**src/rtl/decoder_seq_nto2n_if.sv**
```systemverilog
// Command/status bundle for the registered N-to-2^N position decoder.
// The master drives position commands; the slave (decoder) returns the decoded select state.
interface decoder_seq_nto2n_if #(
  parameter int N = 3
);
  localparam int W = 2 ** N;

  logic         En;
  logic         clr;
  logic         load;
  logic [N-1:0] X;
  logic         step;
  logic         dir;
  logic [W-1:0] Y;
  logic [N-1:0] pos;
  logic         active;
  logic         wrap;

  modport master (
    output En, clr, load, X, step, dir,
    input  Y, pos, active, wrap
  );

  modport slave (
    input  En, clr, load, X, step, dir,
    output Y, pos, active, wrap
  );
endinterface

```
**src/rtl/decoder_seq_nto2n.sv**
```systemverilog
// Registered one-hot/one-cold decoder with a loadable, up/down wrapping position register.
// One cycle from command edge to Y/pos/wrap; Y is computed from next-state so it never glitches.
module decoder_seq_nto2n #(
  parameter int N          = 3,
  parameter bit ACTIVE_LOW = 1'b0
) (
  input  logic               clk,
  input  logic               rst,
  decoder_seq_nto2n_if.slave bus
);
  localparam int W = 2 ** N;

  localparam logic [0:0] ST_IDLE   = 1'b0;
  localparam logic [0:0] ST_ACTIVE = 1'b1;

  logic [0:0]   state_q;
  logic [0:0]   state_next;
  logic [N-1:0] pos_q;
  logic [N-1:0] pos_next;
  logic         wrap_q;
  logic         wrap_next;
  logic [W-1:0] y_q;
  logic [W-1:0] y_next;
  logic [W-1:0] onehot;

  always_comb begin
    state_next = state_q;
    pos_next   = pos_q;
    wrap_next  = 1'b0;
    if (bus.clr) begin
      state_next = ST_IDLE;
      pos_next   = '0;
    end else if (bus.load) begin
      state_next = ST_ACTIVE;
      pos_next   = bus.X;
    end else if (bus.step && (state_q == ST_ACTIVE)) begin
      // N-bit arithmetic wraps naturally; wrap flags the boundary crossing
      if (!bus.dir) begin
        pos_next  = pos_q + 1'b1;
        wrap_next = (pos_q == {N{1'b1}});
      end else begin
        pos_next  = pos_q - 1'b1;
        wrap_next = (pos_q == '0);
      end
    end
  end

  always_comb begin
    onehot           = '0;
    onehot[pos_next] = 1'b1;
    y_next           = (bus.En && (state_next == ST_ACTIVE)) ? onehot : '0;
    if (ACTIVE_LOW) begin
      y_next = ~y_next;
    end
  end

  always_ff @(posedge clk or posedge rst) begin
    if (rst) begin
      state_q <= ST_IDLE;
      pos_q   <= '0;
      wrap_q  <= 1'b0;
      y_q     <= {W{ACTIVE_LOW}};
    end else begin
      state_q <= state_next;
      pos_q   <= pos_next;
      wrap_q  <= wrap_next;
      y_q     <= y_next;
    end
  end

  assign bus.Y      = y_q;
  assign bus.pos    = pos_q;
  assign bus.active = (state_q == ST_ACTIVE);
  assign bus.wrap   = wrap_q;
endmodule

```
**src/flat_wrapper.sv**
```systemverilog
// flat-port wrapper written by rule: the top's interface ports become plain ports
module decoder_seq_nto2n_flat 
#(
  parameter int N          = 3,
  parameter bit ACTIVE_LOW = 1'b0
)
  (clk, rst, bus_En, bus_clr, bus_load, bus_X, bus_step, bus_dir, bus_Y, bus_pos, bus_active, bus_wrap);
  decoder_seq_nto2n_if #(.N(N)) bus_i ();
  input  logic clk;
  input  logic rst;
  input wire logic [$bits(bus_i.En)-1:0] bus_En;
  input wire logic [$bits(bus_i.clr)-1:0] bus_clr;
  input wire logic [$bits(bus_i.load)-1:0] bus_load;
  input wire logic [$bits(bus_i.X)-1:0] bus_X;
  input wire logic [$bits(bus_i.step)-1:0] bus_step;
  input wire logic [$bits(bus_i.dir)-1:0] bus_dir;
  output wire logic [$bits(bus_i.Y)-1:0] bus_Y;
  output wire logic [$bits(bus_i.pos)-1:0] bus_pos;
  output wire logic [$bits(bus_i.active)-1:0] bus_active;
  output wire logic [$bits(bus_i.wrap)-1:0] bus_wrap;
  assign bus_i.En = bus_En;
  assign bus_i.clr = bus_clr;
  assign bus_i.load = bus_load;
  assign bus_i.X = bus_X;
  assign bus_i.step = bus_step;
  assign bus_i.dir = bus_dir;
  assign bus_Y = bus_i.Y;
  assign bus_pos = bus_i.pos;
  assign bus_active = bus_i.active;
  assign bus_wrap = bus_i.wrap;
  decoder_seq_nto2n #(.N(N), .ACTIVE_LOW(ACTIVE_LOW)) u_core (.clk(clk), .rst(rst), .bus(bus_i));
endmodule
```
**config.mk**
```make
export PLATFORM = sky130hd
export DESIGN_NAME = decoder_seq_nto2n_flat
export DESIGN_NICKNAME = d
export VERILOG_FILES = /design/src/rtl/decoder_seq_nto2n_if.sv /design/src/rtl/decoder_seq_nto2n.sv /design/src/flat_wrapper.sv
export SDC_FILE = /design/constraint.sdc
export NUM_CORES = 1
export LEC_CHECK = 0
export CORE_MARGIN = 1.5
export CORE_UTILIZATION = 43
export DETAILED_ROUTE_END_ITERATION = 6
export GPL_ROUTABILITY_DRIVEN = 0
export GPL_TIMING_DRIVEN = 0
export PLACE_DENSITY = 0.8
export SYNTH_ARGS = -nofsm -noshare
export SYNTH_HDL_FRONTEND = slang
export SYNTH_SLANG_ARGS = --single-unit
export TNS_END_PERCENT = 100
```
**constraint.sdc**
```tcl
create_clock -name clk -period 2.2 [get_ports clk]
set_input_delay 0.44 -clock clk [delete_from_list [all_inputs] [get_ports clk]]
set_output_delay 0.44 -clock clk [all_outputs]
set_load 0.01 [all_outputs]
```
# Yosys cells after proc, flatten, opt, wreduce, memory -nomap -nowiden
# Cells that the tools add are included.
# totals
reg_bits	13
latchBits	0
ramBits	0
romBits	0
mem_count	0
# op_classes
n_addsub	2
n_mul	0
n_div	0
n_lt_le_gt_ge	2
eq_ne	1
shift	0
muxes	13
bitwise_logic	0
n_reduce_logical	4
# ops
operator	n
3-bit 2-to-1 mux	4
8-bit 2-to-1 mux	1
1-bit 2-to-1 mux	7
3-bit by 4-bit less-than comparator with 1-bit output, second input constant	1
3-bit by 1-bit adder with 3-bit output, second input constant	1
1-bit demux with 3-bit select	1
3-bit equality test, second input constant	1
3-bit by 1-bit greater-or-equal comparator with 1-bit output, second input constant	1
1-bit logical AND	3
3-bit zero test	1
3-bit by 1-bit subtractor with 3-bit output, second input constant	1

# Longest topological paths before layout
# Gate-level depths: netlist of the first run.
# logic_depth
ltp_word	10
ltp_mapped	5
ltp_nobuf	5

# Least setup slack after synthesis of the first run
# No wires, ideal clock.
# synth_timing
kind	register to register
startpoint	register u_core.pos_q[0] (netlist: u_core.bus.pos[0])
endpoint	register u_core.y_q[2] (netlist: u_core.bus.Y[2])
setup_time_ps	72
arrival_time_ps	1868
required_ps	2128
setup_slack_ps	261
path_stages_with_launch	6
n_path_buf	0
synth_period_minus_slack_ps	1939
path_cell_list	dfrtp_1 fa_1 xnor2_1 or4b_4 a31o_1 nor2_1
# synth_via
elab_chain_len	10
# synth_lines
element	line	source
from (decl)	decoder_seq_nto2n.sv:18	logic [N-1:0] pos_q;
from (signal assigned)	decoder_seq_nto2n.sv:65	pos_q <= pos_next;
3-bit by 1-bit adder with 3-bit output / 3-bit by 1-bit subtractor with 3-bit output (equally long branches)	decoder_seq_nto2n.sv:39, decoder_seq_nto2n.sv:42	
3-bit 2-to-1 mux	decoder_seq_nto2n.sv:38	if (!bus.dir) begin
3-bit 2-to-1 mux (*)	decoder_seq_nto2n.sv:36	end else if (bus.step && (state_q == ST_ACTIVE)) begin
3-bit 2-to-1 mux (*)	decoder_seq_nto2n.sv:33	end else if (bus.load) begin
3-bit 2-to-1 mux (*)	decoder_seq_nto2n.sv:30	if (bus.clr) begin
3-bit by 4-bit less-than comparator with 1-bit output (implied by the code) / 3-bit by 1-bit greater-or-equal comparator with 1-bit output (equally long branches)	decoder_seq_nto2n.sv:50	onehot[pos_next] = 1'b1;
1-bit logical AND (implied by the code)	decoder_seq_nto2n.sv:50	
1-bit 2-to-1 mux (implied by the code)	decoder_seq_nto2n.sv:50	
1-bit demux with 3-bit select (*)	--	
8-bit 2-to-1 mux (*)	decoder_seq_nto2n.sv:51	y_next = (bus.En && (state_next == ST_ACTIVE)) ? onehot : '0;
named net u_core.y_next[2]	decoder_seq_nto2n.sv:23	logic [W-1:0] y_next;
to (signal assigned)	decoder_seq_nto2n.sv:62	y_q <= {W{ACTIVE_LOW}};
to (signal assigned)	decoder_seq_nto2n.sv:67	y_q <= y_next;
to (decl)	decoder_seq_nto2n.sv:22	logic [W-1:0] y_q;
# Mark *: on every way through the listed nets, which the timed path passes. The rest lies on a longest branch.

# Worst setup path after layout of the first run
# layout_timing
startpoint	input port bus_dir
endpoint	register u_core.y_q[2] (netlist: u_core.bus.Y[2])
# layout_via
elab_chain_len	9
# layout_lines
element	line	source
from (decl)	flat_wrapper.sv:16	input wire logic [$bits(bus_i.dir)-1:0] bus_dir;
3-bit 2-to-1 mux (*)	decoder_seq_nto2n.sv:38	
3-bit 2-to-1 mux (*)	decoder_seq_nto2n.sv:36	
3-bit 2-to-1 mux (*)	decoder_seq_nto2n.sv:33	
3-bit 2-to-1 mux (*)	decoder_seq_nto2n.sv:30	
3-bit by 4-bit less-than comparator with 1-bit output (implied by the code) / 3-bit by 1-bit greater-or-equal comparator with 1-bit output (equally long branches)	decoder_seq_nto2n.sv:50	
1-bit logical AND (implied by the code)	decoder_seq_nto2n.sv:50	
1-bit 2-to-1 mux (implied by the code)	decoder_seq_nto2n.sv:50	
1-bit demux with 3-bit select (*)	--	
8-bit 2-to-1 mux (*)	decoder_seq_nto2n.sv:51	
named net u_core.y_next[2]	decoder_seq_nto2n.sv:23	
# Marks and branches as above.

==> results list, run 1 <==
- The critical path starts at bus_dir.
* Pin count of the biggest net entering global routing: 14
- Required time of the worst setup path: 2.41 ns
* Total global-route track usage: 16.8%
- Synthesized Nets: 71
- The worst register-to-register path ends at u_core.bus.Y[2]$_DFF_PP0_.
- FF+latch count, synth: 13
* Post-route setup slack: 0.0197 ns
* Commonest cells after routing, fill and taps aside: clkdlybuf4s50_1 (22), dfrtp_1 (13), nor2_1 (10)
- TritonCTS clock tree: built
* Synthesized instance count: 60
* Share of final-layout standard cells stronger than drive strength 1: 12.8%
- Most common cell after layout, fill and taps aside: clkdlybuf4s50_1
- Portion of the clock cycle consumed by the worst path in the final layout: 99.1%
- The clock reaches the later pin of the worst-skew pair after 0.29 ns.
- The max-slew violation count is 0.
* Area of the core: 1490 um2
- In this run the number of H-tree levels came out at 1.
- The min-delay analysis places its worst path in the category primary input to asynchronous set/reset pin.
- Vias in the first global route: 456
* Count of nets after finishing: 98
- DRC viols: 0
- Number of placed cells counting well taps: 98
- The worst setup path is launched from a primary input.
* Area growth syn-to-layout: 40.0%
* IO buf count: 22
* P_sw: 0.147 mW
- Kind of critical path: primary input to flop
- Tightest slew margin relative to the limit: 65.9%
- Max-capacitance violation count: 0
- DRT antenna net count: 0
- The number of clock buffers added by TritonCTS is 3.
- For the final database, setup skew stands at 0.00718 ns.
* Leakage: 0.391 nW
- Capturing element type of the critical path: flop
* Time the worst path needs with I/O delays and setup: 2.18 ns
- Clock network power share: 29.4%
- Top Ports: 23
* Non-filler instance count after layout: 102
- Global routing finished with a remaining overflow of 0.
* Initial core utilization: 45.0%
* Detailed placement HPWL: 1.05 mm
- Peak ir drop on the vdd network: 0.000303 V
* Depth of the worst register-to-register path: 5
- STA puts the critical path data arrival time at 2.40 ns.
- A synthesized cell averages 11.2 um2.
* Cell Rows: 14
- Total Wirelength: 1.34 mm
- The number of hold buffers added after CTS was 0.
- Count of antenna diodes in the layout: 0
- Post-layout util: 62.9%
- Number of failing hold endpoints at the final stage: 0
* Power density normalized to cell area: 553 nW/um2
- For the pin with the worst max-slew slack, the measured transition is 0.499 ns.
- Seq/Total Area, Yosys: 48.6%
* Sequential power share: 49.6%
* Die Y: 42.5 um
- Setup violations remaining at the end of the flow were counted as 0.
- The worst register-to-register path begins at u_core.bus.pos[0]$_DFF_PP0_.
- For the final routed database, the setup TNS stands at 0 ns.
- Post-CTS setup buffer count: 0
- First-pass DRT Iterations: 4
* Max Clk Rate: 459 MHz
- Clock-pin slew was measured on the worst setup and hold paths at 0.09 ns.
- Total Power: 0.518 mW
* Switch share: 28.4%
- Post-detailed-route via-to-cell ratio: 5.31
* Warning count from the yosys run: 0
* Place WS: -0.281 ns
- No sink is reached through more buffers than the 2 on the longest clock path.
* Combinational group share of total power: 21.0%
- Die Footprint: 1800 um2
- For this block, the initial DRC count from the detailed router was 23.
* Total of cells resized after clock tree synthesis: 0
* Unrepaired setup endpoints after global routing: no
- Total via count in the routed design: 542
- Routed wirelength normalized by instance count: 13.1 um
- Initial antenna violation count: 0
- Horizontal die dimension: 42.5 um
* Capturing instance or port of the critical path: u_core.bus.Y[2]$_DFF_PP0_
- Summed instance area of the synthesized netlist: 669 um2
- Result of the run: complete, no violations
- The first global-routing pass estimated 2.18 mm of wire.
* Yosys cell types: 29
- Internal Dissipation: 0.371 mW
- In this run the worst path has a maximum fanout of 4.
- Clock tree synthesis found a total of 13 sinks.
- The worst register-to-register path has a setup slack of 0.16 ns.
- Clock tree root driver cell: clkbuf_4
sequential cells by signal, summed over array words and instances, names as in the netlist:
name               flops
u_core.bus.active      1
u_core.bus.wrap        1
u_core.bus.Y           8
u_core.bus.pos         3
kinds of logic (layout without fill, tap and decap cells):
family                   count (synthesis)  count (layout)  share of synthesized area [%]
AND/OR/NAND/NOR                         27              27                           22.8
flip-flops                              13              13                           48.6
AO/OA/AOI/OAI                           12              12                           20.4
buffers and inverters                    6              32                           3.93
adder cells (fa/ha/maj)                  1               1                           2.99
XOR/XNOR                                 1               1                           1.31
cells in the mapped netlist (all sizes together):
library cell,n,share of area [%]
a2111oi,3,7.7
and4bb,1,1.9
nand3b,1,1.1
nor4b,1,1.3
or4b,2,3.6
buf,1,1.1
dfrtp,13,49
a21o,1,1.1
o21a,1,1.1
a311oi,1,3.9
nand2,4,2.2
a21oi,1,0.75
a211oi,1,1.1
o21ai,1,0.75
nor3,3,2.2
nor2b,1,0.94
xnor2,1,1.3
a21bo,1,1.5
fa,1,3.0
nand3,1,0.75
a31o,1,1.3
nor2,10,5.6
nand4b,1,1.3
nand2b,2,1.9
o31ai,1,1.1
inv,5,2.8
through the flow:
step           hold WS, ns  instance area, um2
2_1_floorplan        0.317                 669
3_3_place_gp         0.655                 910
3_5_place_dp         0.666                 910
4_1_cts              0.468                 937
5_1_grt              0.497                 937
6_report             0.454                 937
area by class of cell:
type                       count  area (um2)
fill                         113         552
sequential                    13         325
multi-input combinational     41         318
timing repair buffer          22         220
clock buffer                   3        22.5
tap                           16        20.0
inverter                       5        18.8
buffer                         1        7.51
clock inverter                 1        5.00
critical path, cell delays in order:
cell	delay, ns
clkdlybuf4s50_1	0.47
fa_1	0.40
xnor2_1	0.18
or4b_4	0.55
a31o_1	0.24
nor2_1	0.10
power by group through the flow:
stage | Combinational (mW) | Sequential (mW) | Clock [mW]
final | 0.109 | 0.257 | 0.152
after detailed placement | 0.109 | 0.262 | 0
after CTS | 0.109 | 0.257 | 0.157
after global placement | 0.106 | 0.261 | 0
after floorplan | 0.0551 | 0.264 | 0
after global routing | 0.117 | 0.259 | 0.173
per-layer routing:
| metal | global-route usage (%) | part of all wire [%] |
|---|---|---|
| met1 | 23.4 | 48 |
| met2 | 21.5 | 45 |
| met3 | 7.33 | 4.9 |
| met4 | 9.38 | 1.6 |
| met5 | 0 | 0 |
how the worst min path moves through the flow:
stage,to
after floorplan,u_core.bus.Y[0]$_DFF_PP0_
after global placement,u_core.bus.active$_DFF_PP0_
after detailed placement,u_core.bus.active$_DFF_PP0_
after CTS,u_core.bus.Y[5]$_DFF_PP0_
after global routing,u_core.bus.Y[5]$_DFF_PP0_
final,u_core.bus.Y[5]$_DFF_PP0_
Note: power is estimated with default switching activity, not from simulation.
==> run 2: changes to the inputs <==
- GPL_ROUTABILITY_DRIVEN: 0 -> not set
==> results of run 2 <==
No change in the layout: final DEF, timing and power equal those of run 1.
==> run 3: changes to the inputs <==
- CAP_MARGIN: not set -> 20
==> results of run 3 <==
No change in the layout: final DEF, timing and power equal those of run 1.
